### config.mk
export PLATFORM = sky130hd
export DESIGN_NAME = alu_seq_ctrl
export DESIGN_NICKNAME = d
export VERILOG_FILES = /design/src/rtl/alu_seq_ctrl.sv
export SDC_FILE = /design/constraint.sdc
export NUM_CORES = 1
export LEC_CHECK = 0
export BUFFER_PORTS_ARGS = -buffer_cell sky130_fd_sc_hd__buf_2
export CORE_MARGIN = 2
export CORE_UTILIZATION = 54
export CTS_CLUSTER_DIAMETER = 30
export CTS_CLUSTER_SIZE = 10
export DETAILED_ROUTE_END_ITERATION = 8
export GPL_TIMING_DRIVEN = 0
export MAX_ROUTING_LAYER = met4
export PLACE_DENSITY_LB_ADDON = 0.25
export SETUP_SLACK_MARGIN = 0.05
export SYNTH_ARGS = -nofsm -noshare
export SYNTH_HDL_FRONTEND = slang
export SYNTH_SLANG_ARGS = --single-unit
### constraint.sdc
create_clock -name clk -period 4.14 [get_ports clk]
set_input_delay 1.035 -clock clk [delete_from_list [all_inputs] [get_ports clk]]
set_output_delay 1.035 -clock clk [all_outputs]
set_load 0.1 [all_outputs]
### src/rtl/alu_seq_ctrl.sv
// alu_seq_ctrl: multi-cycle sequencer for the 4-bit ALU datapath.
// Fetches 16-bit instructions {op, rd, rs1, rs2_imm} from a combinational
// instruction memory, walks each one through FETCH/DECODE/READ/EXEC/WB,
// drives the ALU opcode and commits results to the register file.
// Optional feature macro: FLOW_TRAP_EN -- when defined, an ALU flow error
// in WB parks the sequencer in TRAP instead of continuing with the next
// instruction.
module alu_seq_ctrl #(
  parameter int PC_W     = 4,
  parameter int PROG_LEN = 16
) (
  input  logic            clk,
  input  logic            rst,
  input  logic            start,
  input  logic [15:0]     instr,
  output logic [PC_W-1:0] imem_addr,
  output logic [2:0]      pst,
  output logic [3:0]      ALU_Op,
  output logic [3:0]      rd1_addr,
  output logic [3:0]      rd2_addr,
  output logic [3:0]      imm,
  output logic            imm_sel,
  output logic            wr_en,
  output logic [3:0]      wr_addr,
  input  logic            flowcheck,
  input  logic            overflow,
  input  logic            underflow,
  output logic            busy,
  output logic            done,
  output logic            flow_err,
  output logic            trap
);

  // State encoding is exported unchanged on pst for the ALU.
  localparam logic [2:0] S_IDLE   = 3'b000;
  localparam logic [2:0] S_FETCH  = 3'b001;
  localparam logic [2:0] S_DECODE = 3'b010;
  localparam logic [2:0] S_READ   = 3'b011;
  localparam logic [2:0] S_EXEC   = 3'b100;
  localparam logic [2:0] S_WB     = 3'b101;
  localparam logic [2:0] S_DONE   = 3'b110;
  localparam logic [2:0] S_TRAP   = 3'b111;

  localparam logic [3:0] OP_NOP   = 4'b0000;
  localparam logic [3:0] OP_WRITE = 4'b0001;
  localparam logic [3:0] OP_READ  = 4'b0010;
  localparam logic [3:0] OP_ADDI  = 4'b1100;
  localparam logic [3:0] OP_SUBI  = 4'b1101;

  localparam logic [PC_W-1:0] LAST_PC = PC_W'(PROG_LEN - 1);

  logic [2:0]      state_q, state_d;
  logic [PC_W-1:0] pc_q;
  logic [15:0]     ir_q;
  logic [3:0]      alu_op_q;
  logic [3:0]      rd1_q, rd2_q, imm_q, wr_addr_q;
  logic            imm_sel_q;
  logic            wr_cand_q;
  logic            flow_err_q;
  logic            armed_q;
  logic            run_start;
  logic            flow_fault;
  logic [3:0]      ir_op;

  // overflow/underflow are already summarised by flowcheck; kept on the
  // port list for the ALU's benefit and deliberately not decoded here.
  logic unused_flags;
  assign unused_flags = overflow ^ underflow;

  assign ir_op      = ir_q[15:12];
  assign flow_fault = (state_q == S_WB) && flowcheck;
  // A run begins from IDLE, or from TRAP when restarted by start.
  assign run_start  = (state_d == S_FETCH) &&
                      ((state_q == S_IDLE) || (state_q == S_TRAP));

  // Next-state decode.
  always_comb begin
    // NOTE: default assignment first so no path leaves state_d unassigned,
    // which would otherwise infer a latch.
    state_d = state_q;
    case (state_q)
      S_IDLE:   if (start && armed_q) state_d = S_FETCH;
      S_FETCH:  state_d = S_DECODE;
      S_DECODE: state_d = S_READ;
      S_READ:   state_d = S_EXEC;
      S_EXEC:   state_d = S_WB;
      S_WB: begin
`ifdef FLOW_TRAP_EN
        if (flowcheck)              state_d = S_TRAP;
        else if (pc_q < LAST_PC)    state_d = S_FETCH;
        else                        state_d = S_DONE;
`else
        if (pc_q < LAST_PC)         state_d = S_FETCH;
        else                        state_d = S_DONE;
`endif
      end
      S_DONE:   state_d = S_IDLE;
      S_TRAP: begin
`ifdef FLOW_TRAP_EN
        if (start) state_d = S_FETCH;
`else
        state_d = S_IDLE;
`endif
      end
      default:  state_d = S_IDLE;
    endcase
  end

  // State register; armed_q blocks a start that coincides with the
  // reset-release cycle.
  always_ff @(posedge clk or negedge rst) begin
    // NOTE: sequential state uses non-blocking assignments so every
    // register samples pre-edge values regardless of statement order.
    if (!rst) begin
      state_q <= S_IDLE;
      armed_q <= 1'b0;
    end else begin
      state_q <= state_d;
      armed_q <= 1'b1;
    end
  end

  // Program counter and sticky flow-error flag.
  always_ff @(posedge clk or negedge rst) begin
    if (!rst) begin
      pc_q       <= '0;
      flow_err_q <= 1'b0;
    end else begin
      if (run_start)
        pc_q <= '0;
      else if ((state_q == S_WB) && (state_d == S_FETCH))
        pc_q <= pc_q + PC_W'(1);

      if (run_start)
        flow_err_q <= 1'b0;
      else if (flow_fault)
        flow_err_q <= 1'b1;
    end
  end

  // Instruction register and decoded register-file / immediate fields.
  always_ff @(posedge clk or negedge rst) begin
    if (!rst) begin
      ir_q      <= '0;
      rd1_q     <= '0;
      rd2_q     <= '0;
      imm_q     <= '0;
      wr_addr_q <= '0;
      imm_sel_q <= 1'b0;
    end else begin
      if (state_q == S_FETCH)
        ir_q <= instr;
      if (state_q == S_DECODE) begin
        rd1_q     <= ir_q[7:4];
        rd2_q     <= ir_q[3:0];
        imm_q     <= ir_q[3:0];
        wr_addr_q <= ir_q[11:8];
        imm_sel_q <= (ir_op == OP_WRITE) || (ir_op == OP_ADDI) ||
                     (ir_op == OP_SUBI);
      end
    end
  end

  // Opcode and write candidate, registered on entry to EXEC / WB so both
  // are clean for exactly one state.
  always_ff @(posedge clk or negedge rst) begin
    if (!rst) begin
      alu_op_q  <= OP_NOP;
      wr_cand_q <= 1'b0;
    end else begin
      alu_op_q  <= (state_d == S_EXEC) ? ir_op : OP_NOP;
      wr_cand_q <= (state_d == S_WB) && (ir_op != OP_NOP) && (ir_op != OP_READ);
    end
  end

  // flowcheck only becomes valid during WB, so the write strobe has to be
  // vetoed combinationally in that same cycle.
  assign wr_en     = wr_cand_q & ~flowcheck;

  assign pst       = state_q;
  assign imem_addr = pc_q;
  assign ALU_Op    = alu_op_q;
  assign rd1_addr  = rd1_q;
  assign rd2_addr  = rd2_q;
  assign imm       = imm_q;
  assign imm_sel   = imm_sel_q;
  assign wr_addr   = wr_addr_q;
  assign flow_err  = flow_err_q;
  assign busy      = (state_q >= S_FETCH) && (state_q <= S_WB);
  assign done      = (state_q == S_DONE);
  assign trap      = (state_q == S_TRAP);

endmodule

; After elaboration in Yosys (flattened, before gate mapping)
; Index checks and enable logic that the tools add are counted.
[op_classes]
addsub = 1
order_cmp = 3
n_eq_ne = 14
mux = 8
n_bitwise = 2
n_reduce_logical = 15
[op_table]
columns = cell, count
row1 = one-hot mux 3 bit (7 select lines), 1
row2 = == test 3 bit (second input constant), 6
row3 = two-way mux 4 bit, 3
row4 = == test 4 bit (second input constant), 2
row5 = logical AND 1 bit, 7
row6 = == test 3 x 1 -> 1 bit (second input constant), 2
row7 = == test 3 x 2 -> 1 bit (second input constant), 2
row8 = two-way mux 3 bit, 2
row9 = adder 4 x 1 -> 4 bit (second input constant), 1
row10 = == test 4 x 1 -> 1 bit (second input constant), 1
row11 = < comparator 4 bit (second input constant), 1
row12 = != test 4 x 2 -> 1 bit (second input constant), 1
row13 = nonzero test 2 bit, 2
row14 = nonzero test 4 bit, 1
row15 = >= comparator 3 x 1 -> 1 bit (second input constant), 1
row16 = less-or-equal comparator 3 bit (second input constant), 1
row17 = logical NOT 3 bit, 1
row18 = logical OR 1 bit, 3
row19 = two-way mux 1 bit, 2
row20 = OR reduction 2 bit, 1
row21 = AND 1 bit, 1
row22 = NOT 1 bit, 1
[word_totals]
register_bits = 43
in_bits = 22
out_inout_bits = 33
wordCells = 54

; Logic depth before layout (Yosys ltp)
; Gate-level depths: netlist (run 1).
[logic_depth]
depth_word = 7
depth_mapped = 4
depth_no_buf = 4

; Worst setup path before layout (run 1)
; OpenSTA, ideal clock, no wires.
[synth_timing]
path_type = flip-flop to output port
from = register state_q[2] (netlist: pst[2])
to = output port done
arrival_time_ps = 3753
required_ps = 3105
slack_ps = -648
stages_incl_launch_ff = 4
path_buffers = 2
path_cell_list = dfrtp_1 > buf_2 > clkbuf_1 > nor3b_1
[synth_via]
elab_chain_cells = 1
[synth_lines]
columns = element, line_no
row1 = start: declaration, 52  ; logic [2:0] state_q, state_d;
row2 = start signal: assignment, 118  ; state_q <= state_d;
row3 = == test 3 bit, 190  ; assign done = (state_q == S_DONE);
row4 = end: declaration, 29  ; output logic done,
; Every way passes these cells.

; Worst setup path in the final report (run 1)
; Same ends and word-level chain as after synthesis.

==> results of run 1 <==
==> metrics by stage <==
stage	cells	worst slack, ps	hold WS (ps)	util
6_report	233	1160	510	0.704
5_1_grt	233	1030	537	0.704
3_3_place_gp	226	1450	481	0.681
4_1_cts	233	1150	517	0.704
3_5_place_dp	226	1450	492	0.681
2_1_floorplan	130	313	473	-
==> final cells by class <==
class                           instances  share of cell area
Clock inverter                          1              0.0137
Inverter                                1             0.00172
Buffer                                 10              0.0309
Clock buffer                            6              0.0189
Timing Repair Buffer                   52               0.119
Tap cell                               44              0.0252
Sequential cell                        43               0.492
Multi-Input combinational cell         76               0.298
==> kinds of logic after synthesis <==
kind of cell,after synthesis,share of synthesized area
compound gates,14,0.0510
xor+xnor,1,0.00489
fa+ha+maj,1,0.00699
buf+inv,11,0.0398
flops,43,0.601
mux,31,0.194
other cells,1,0.00209
simple gates,28,0.101
==> per-layer routing <==
| metal | routed length, um | global-route usage |
|---|---|---|
| met2 | 1490 | 0.281 |
| met4 | 93 | 0.109 |
| met5 | 0 | - |
| met3 | 185 | 0.0441 |
| met1 | 1330 | 0.242 |
==> sequential cells by signal (all words and copies together), names as in the netlist <==
name,flops
armed_q,1
ALU_Op,4
imm,4
pst,3
imm_sel,1
rd1_addr,4
wr_cand_q,1
wr_addr,4
imem_addr,4
ir_q,16
flow_err,1
==> synthesized netlist by cell type (2+ instances only) <==
| cell | instances |
|---|---|
| and3_1 | 2 |
| buf_4 | 5 |
| nor3_1 | 2 |
| dfrtp_1 | 43 |
| nor2_1 | 3 |
| buf_2 | 3 |
| mux2_2 | 29 |
| and2_1 | 4 |
| nand2_1 | 4 |
| nand3_1 | 4 |
| mux2i_1 | 2 |
| o21ai_0 | 2 |
| a21oi_1 | 6 |
| o41ai_1 | 2 |
==> worst max-delay path by stage <==
stage | slack, ps | from | to | cells past startpoint
floorplan | 310 | pst[2] | done | 3
global placement | 1450 | flowcheck | wr_en | 3
detailed placement | 1450 | flowcheck | wr_en | 3
CTS | 1150 | pst[2] | done | 4
global route | 1030 | pst[2] | busy | 5
finish | 1160 | pst[2] | done | 4
==> cell usage in the layout (no fill, tap or decap), types with 3 or more instances in the layout <==
| cell | netlist | routed |
|---|---|---|
| buf_2 | 3 | 55 |
| dfrtp_1 | 43 | 43 |
| mux2_2 | 29 | 29 |
| buf_4 | 5 | 5 |
| a21oi_1 | 6 | 5 |
| clkbuf_4 | 0 | 5 |
| nand2_1 | 4 | 4 |
| nand3_1 | 4 | 4 |
| and2_1 | 4 | 4 |
| nor2_1 | 3 | 3 |
==> summary.md, run 1 <==
| Metric | Value |
|---|---|
| Status | complete, no violations |
| Final Cycle Share | 0.719 |
| Mapped Nets | between 150 and 200 |
| RSZ-0062 raised after global routing | false |
| Endpoints failing setup | 0 |
| FFs w/ async S/R, synth | 1.00 |
| Distinct cells, synth | 33 |
| CP top delay family | buffers and inverters |
| Vias in the first global route | approximately 1.1k |
| Clock Tree Buf Depth | 2 |
| Final Max Tran Viols | 0 |
| DR iter-0 viols | 48 |
| CORE AREA | 3100 sq um |
| Main flop type after synthesis | dfrtp_1 |
| FF-to-FF Start | pst[1] |
| Wire length per cell | between 10 and 15 um |
| Reg2reg end | rd1_addr[0] |
| Die width | between 60 and 70 um |
| Hold_buf cts | 0 |
| Skew-Pair Late Insertion Delay | around 340 ps |
| Hold depth | 1 |
| First-pass GRT wire length | 4950 um |
| Area of the multi-input gates | 652 sq um |
| Port Buffer Count | 52 |
| IO Pins | 55 |
| CP Cell Sequence | buf_2 > clkbuf_1 > nor3b_2 > buf_2 |
| Most area-consuming cells after synthesis | dfrtp_1 60%, mux2_2 18%, buf_4 2.1% |
| Sequential cell area | ~1100 sq um |
| Avg Inst Size Synth | about 14 sq um |
| Routability-driven placement congestion ratio | 0.858 |
| Mapped cell area | roughly 1800 sq um |
| Residual DRC | 0 |
| Final HPWL DP | around 2300 um |
| Pre-Repair DR Iteration Count | 4 |
| Post-CTS Setup Bufs | 0 |
| Warnings, synthesis | 0 |
| Finished Cell Area | around 2200 sq um |
| Placed Area | roughly 2100 sq um |
| Largest area contributor in the netlist | dfrtp_1 |
| GRT Total Usage | 0.191 |
| WP data arrival | between 1500 and 2000 ps |
| Final TNS setup | 0 ps |
| CP max-delay cell | buf_2 |
| Share of layout cells above drive strength 1 | 0.534 |
| Die height | roughly 62 um |
| Crit-path max cell delay | 450 ps |
| Post-synthesis sequential area ratio | 0.601 |
| CP Class | reg -> out |
| CP bufs+invs | 3 |
| Reg2Reg Depth | 4 |
| Clock skew | approximately 7 ps |
| Hold crit path type | reg -> reg |
| Area share of the largest cell type after synthesis | 0.601 |
| CTS Buf Count | 5 |
| Largest net degree at the start of global routing | 44 |
| Layout area overhead | 22.1% |
| Worst Hold End | wr_addr[2] |
| Hold Startpoint | wr_addr[2] |
| Worst reg2reg setup slack | about 2500 ps |
| Num Clock Sinks | 43 |
| Achievable Freq | approximately 0.34 GHz |
| Worst EP required | a little over 3000 ps |
| CP Capture Type | primary output |
| Most common cell on crit path | buf_2 |
| Via count | around 1.2k |
| Cts repair resizes | 0 |
| EDFF count, synth | 0 |
| CP Max Fanout | 10 |
| Final #Nets | roughly 210 |
| Yosys reg bits | 43 |
| # H-tree levels | 2 |
| Worst relative slew slack | 0.406 |
| Die area | approximately 3800 sq um |
| Overflow after GRT | 0 |
| Worst-path clk slew | about 110 ps |
| Slew @ Worst Pin | between 800 and 900 ps |
| Final wirelength | between 3000 and 4000 um |
| Setup crit start kind | flop |
| Fillers | approximately 260 |
| Root Buffer | clkbuf_4 |
| Mapped Cells | 130 |
| MaxCap Viol Count | 0 |
| Diodes inserted | 0 |
| Row count | 20 |
| Post-DR vias/cell | approximately 5.2 |
| CTS tree | yes |
| Antenna violations before repair | 0 |
| Min cycle time layout | just under 3000 ps |
| Antenna viol nets, final | 0 |
| Final Hold Viols | 0 |
| Initial Util | 0.577 |
Power of run 1 is not shown: default switching activity piles up to over one toggle a cycle in this logic, so the estimate is an artifact.
==> run 2, diff against run 1 <==
Settings changed: CORE_UTILIZATION 54 to 50.
Clock period 4.14 ns to 2.9 ns, I/O delays scaled along.
==> run 2 against run 1 <==
  * Global-route usage increased by 0.13 points
  * Sequential cell count unchanged
  * First-iteration DRC count decreased by 4.2%
==> summary.md, run 2 (synthesized netlist as in run 1, its figures left out) <==
| Metric | Value |
|---|---|
| Fin cells | 235 (was 233) |
| CP Capture Type | primary output (unchanged) |
| WP data arrival | 1740 ps (was 1940 ps) |
| Routed met1 length | 1290 um (was 1330 um) |
| Achievable Freq | ~0.41 GHz |
| Layout area overhead | 23.6% (was 22.1%) |
| Worst relative slew slack | 0.396 (was 0.406) |
| Pre-Repair DR Iteration Count | 6 (was 4) |
| Setup crit start kind | flop (unchanged) |
| Slew @ Worst Pin | 906 ps (was 890 ps) |
| Share of layout cells above drive strength 1 | 0.550 (was 0.534) |
| Antenna viol nets, final | 0 (unchanged) |
| Hold WS | 483 ps (was 510 ps) |
| Min cycle time layout | roughly 2500 ps |
| Worst reg2reg setup slack | 1050 ps (was 2490 ps) |
| Final Max Tran Viols | 0 (unchanged) |
| Worst-path clk slew | 120 ps (was 110 ps) |
| Num Clock Sinks | 43 (unchanged) |
| CP max-delay cell | dfrtp_4 (was buf_2) |
| CTS Buf Count | 5 (unchanged) |
| DR iter-0 viols | 46 (was 48) |
| WL met3 | 179 um (was 185 um) |
| First-pass GRT wire length | 5730 um (was 4950 um) |
| CP Cell Sequence | buf_2 > nor3_1 > a21oi_4 > buf_4 (was buf_2 > clkbuf_1 > nor3b_2 > buf_2) |
| FF-to-FF Start | pst[2] (was pst[1]) |
| Final Hold Viols | 0 (unchanged) |
| Die area | 4080 sq um (was 3790 sq um) |
| Row count | 21 (was 20) |
| Overflow after GRT | 0 (unchanged) |
| Die height | 63.8 um (was 61.6 um) |
| GRT Total Usage | 0.193 (was 0.191) |
| Crit path from | pst[2] (unchanged) |
| Vias in the first global route | 1,263 (was 1,120) |
| Routability-driven placement congestion ratio | 0.824 (was 0.858) |
| Post-DR vias/cell | 5.13 (was 5.17) |
| Area of the multi-input gates | 666 sq um (was 652 sq um) |
| Worst EP required | 2170 ps (was 3110 ps) |
| Placed insts | 228 (was 226) |
| Residual DRC | 0 (unchanged) |
| DR top layer | met4 (unchanged) |
| # H-tree levels | 2 (unchanged) |
| RSZ-0062 raised after global routing | false (unchanged) |
| Clock Tree Buf Depth | 2 (unchanged) |
| MaxCap Viol Count | 0 (unchanged) |
| Fillers | 279 (was 259) |
| Die width | 63.8 um (was 61.6 um) |
| Clock skew | 12.2 ps (was 6.89 ps) |
| Final HPWL DP | 2490 um (was 2250 um) |
| Final wirelength | 3290 um (was 3100 um) |
| Largest net degree at the start of global routing | 44 (unchanged) |
| Most frequent cells in the layout | 53 x buf_2, 40 x dfrtp_1, 29 x mux2_2 (was 55 x buf_2, 43 x dfrtp_1, 29 x mux2_2) |
| Final TNS setup | 0 ps (unchanged) |
| CORE AREA | 3390 sq um (was 3100 sq um) |
| Reg2reg end | ir_q[7] (was rd1_addr[0]) |
| Reg with most FFs | ir_q (unchanged) |
| Post-CTS Setup Bufs | 0 (unchanged) |
| Final Cycle Share | 0.849 |
| Endpoints failing setup | 0 (unchanged) |
| Antenna violations before repair | 0 (unchanged) |
| CTS tree | yes (unchanged) |
| Commonest non-fill, non-tap cell in the layout | buf_2 (unchanged) |
| Skew-Pair Late Insertion Delay | 350 ps (was 340 ps) |
| Routed met2 length | 1770 um (was 1490 um) |
| Wire length per cell | 14.0 um (was 13.3 um) |
| Sequential cell area | 1080 sq um (about the same) |
| Diodes inserted | 0 (unchanged) |
| Port Buffer Count | 52 (unchanged) |
| Initial Util | 0.528 (was 0.577) |
| Reg2Reg Depth | 4 (unchanged) |
| Final #Nets | 211 (was 212) |
| IO Pins | 55 (unchanged) |
| Hold crit path type | in -> async (was reg -> reg) |
| CP Max Fanout | 16 (was 10) |
| Status | complete, no violations (unchanged) |
| Via count | 1,205 (unchanged) |
| Crit-path max cell delay | 490 ps (was 450 ps) |
| CP Class | reg -> out (unchanged) |
| Largest register FFs | 16 (unchanged) |
| Root Buffer | clkbuf_4 (unchanged) |
run 2: critical path, delay by kind of cell, from the launching register on:
kind                   cells  cell delay, ps
AO/OA/AOI/OAI              1              50
AND/OR/NAND/NOR            1             360
flip-flops                 1             490
buffers and inverters      2             480
run 2: worst max path at each step:
stage | cells after the start | to
3_3_place_gp | 5 | busy
3_5_place_dp | 5 | busy
4_1_cts | 4 | done
6_report | 4 | busy
2_1_floorplan | 3 | done
5_1_grt | 4 | busy
run 2: layer usage:
layer / GRT usage / up-vias
li1: - / 579
met1: 0.208 / 584
met2: 0.337 / 37
met3: 0.0563 / 5
met4: 0.0652 / 0
met5: - / -
run 2: layout make-up:
type,count,area share
Multi-Input combinational cell,76,0.301
Clock inverter,1,0.0136
Tap cell,46,0.0260
Buffer,9,0.0288
Inverter,1,0.00170
Sequential cell,43,0.489
Clock buffer,7,0.0204
Timing Repair Buffer,52,0.120
run 2: repair_timing:
action	in CTS	in global routing
endpoints found under the setup margin	1	2
pin swaps	0	0
gates resized for setup	1	1
hold buffers	0	0
run 2: per-stage QoR:
stage	worst slack [ps]	utilization	area, sq um
global placement	498	0.630	2140
global route	334	0.653	2210
detailed placement	444	0.630	2140
CTS	55.6	0.653	2210
floorplan	87.0	-	1820
finish	438	0.653	2210
Power of run 2 is left out for the same reason.
==> run 3, diff against run 2 <==
Settings changed: CORE_UTILIZATION 50 to 45.
Clock period 2.9 ns to 2.15 ns, I/O delays scaled along.
==> run 3 against run 2 <==
  * Setup slack lost 320 ps
  * Routed wire length grew 0.67%
  * Register-to-register slack lost 610 ps
  * Critical path depth is the same
  * Cell area grew 4.4%
  * Via count grew 3.1%
  * First-iteration DRC count grew 26%
  * Global-route usage shrank 1.7 points
  * Die area grew 10%
  * Clock skew shrank 4.4 ps
  * Non-clock buffer count is the same
==> summary.md, run 3 (synthesized netlist as in run 1, its figures left out) <==
| Metric | Value |
|---|---|
| # H-tree levels | 2 (unchanged) |
| Most frequent cells in the layout | 49 x buf_2, 40 x dfrtp_1, 29 x mux2_2 (was 53 x buf_2, 40 x dfrtp_1, 29 x mux2_2) |
| CORE AREA | 3740 sq um (was 3390 sq um) |
| GRT Total Usage | 0.175 (was 0.193) |
| Initial Util | 0.478 (was 0.528) |
| Die height | 67.1 um (was 63.8 um) |
| Final TNS setup | 0 ps (unchanged) |
| Pre-Repair DR Iteration Count | 5 (was 6) |
| Clock skew | 7.86 ps (was 12.2 ps) |
| RSZ-0062 raised after global routing | false (unchanged) |
| Largest register FFs | 16 (unchanged) |
| Residual DRC | 0 (unchanged) |
| Wire length per cell | 14.0 um (about the same) |
| Largest net degree at the start of global routing | 44 (unchanged) |
| First-pass GRT wire length | 5510 um (was 5730 um) |
| Routability-driven placement congestion ratio | 0.819 (was 0.824) |
| Post-DR vias/cell | 5.24 (was 5.13) |
| Final Max Tran Viols | 0 (unchanged) |
| Post-CTS Setup Bufs | 0 (unchanged) |
| Achievable Freq | ~0.49 GHz |
| Endpoints failing setup | 0 (unchanged) |
| Final #Nets | 211 (unchanged) |
| CP Max Fanout | 10 (was 16) |
| CP Class | reg -> out (unchanged) |
| Skew-Pair Late Insertion Delay | 300 ps (was 350 ps) |
| Antenna violations before repair | 0 (unchanged) |
| MaxCap Viol Count | 0 (unchanged) |
| Worst EP required | 1610 ps (was 2170 ps) |
| Final Hold Viols | 0 (unchanged) |
| DR iter-0 viols | 58 (was 46) |
| Port Buffer Count | 52 (unchanged) |
| Hold WS | 353 ps (was 483 ps) |
| Layout area overhead | 29.0% (was 23.6%) |
| Min cycle time layout | 2030 ps |
| Hold crit path type | in -> async (unchanged) |
| Slew @ Worst Pin | 895 ps (was 906 ps) |
| Worst relative slew slack | 0.404 (was 0.396) |
| WP data arrival | 1500 ps (was 1740 ps) |
| Commonest non-fill, non-tap cell in the layout | buf_2 (unchanged) |
| Final HPWL DP | 2440 um (was 2490 um) |
| Antenna viol nets, final | 0 (unchanged) |
| Num Clock Sinks | 43 (unchanged) |
| Row count | 22 (was 21) |
| Root Buffer | clkbuf_8 (was clkbuf_4) |
| Final Cycle Share | 0.946 |
| Reg with most FFs | ir_q (unchanged) |
| Overflow after GRT | 0 (unchanged) |
| Die width | 67.1 um (was 63.8 um) |
| Final wirelength | 3310 um (was 3290 um) |
| CP Capture Type | primary output (unchanged) |
| Clock Tree Buf Depth | 2 (unchanged) |
| Via count | 1,242 (was 1,205) |
| Vias in the first global route | 1,166 (was 1,263) |
| Worst reg2reg setup slack | 440 ps (was 1050 ps) |
| Share of layout cells above drive strength 1 | 0.577 (was 0.550) |
| IO Pins | 55 (unchanged) |
| Setup crit start kind | flop (unchanged) |
| CTS tree | yes (unchanged) |
| Die area | 4500 sq um (was 4080 sq um) |
| Status | complete, no violations (unchanged) |
| Diodes inserted | 0 (unchanged) |
| Worst-path clk slew | 80 ps (was 120 ps) |
| CTS Buf Count | 5 (unchanged) |
run 3: cell count changes in the layout (fill, tap and decap cells not counted), sizes merged:
cell	change
buf	-1
clkinv	+1
run 3: what timing repair did:
item	in CTS	in global routing
hold buffers	0	0
pin swaps	0	1
endpoints found under the setup margin	3	3
resized for setup	6	3
run 3: final cells by class:
| type | instances | area (sq um) |
|---|---|---|
| buffer | 9 | 81.3 |
| timing repair buffer | 52 | 279 |
| sequential | 43 | 1090 |
| clock inverter | 2 | 35.0 |
| fill | 319 | 1430 |
| multi-input combinational | 76 | 681 |
| inverter | 1 | 3.75 |
| clock buffer | 6 | 82.6 |
| tap | 48 | 60.1 |
run 3: per-layer routing:
metal	track usage	vias to the layer above	routed length [um]	share of wire
met1	0.204	612	1340	0.41
met4	0.0842	0	63	0.019
met2	0.270	46	1650	0.50
li1	-	576	-	-
met3	0.0625	8	246	0.074
met5	-	-	0	0
run 3: critical path, cell delays in order, from the launching register on:
cell      delay, ps
dfrtp_4         480
buf_6           140
clkbuf_8        160
and3_2          180
buf_4           230
run 3: stage by stage:
stage               std cells  setup WS, ps  instance area (sq um)   util
floorplan                 130          -174                   1840      -
global placement          230           202                   2160  0.578
detailed placement        230           193                   2160  0.578
CTS                       238          53.4                   2300  0.616
global route              237          64.4                   2310  0.617
finish                    237           116                   2310  0.617
run 3: path summary, 6_finish.rpt:
kind | startpoint | end | cells past startpoint
worst max-delay path | pst[2] | trap | 4
worst min-delay path | rst | imem_addr[0] | 1
worst max register to register | pst[2] | ir_q[8] | 4
worst min register to register | flow_err | flow_err | 2
max in group asynchronous | rst | pst[0] | 1
min in group clk | instr[14] | ir_q[14] | 2
Power of run 3 is left out for the same reason.
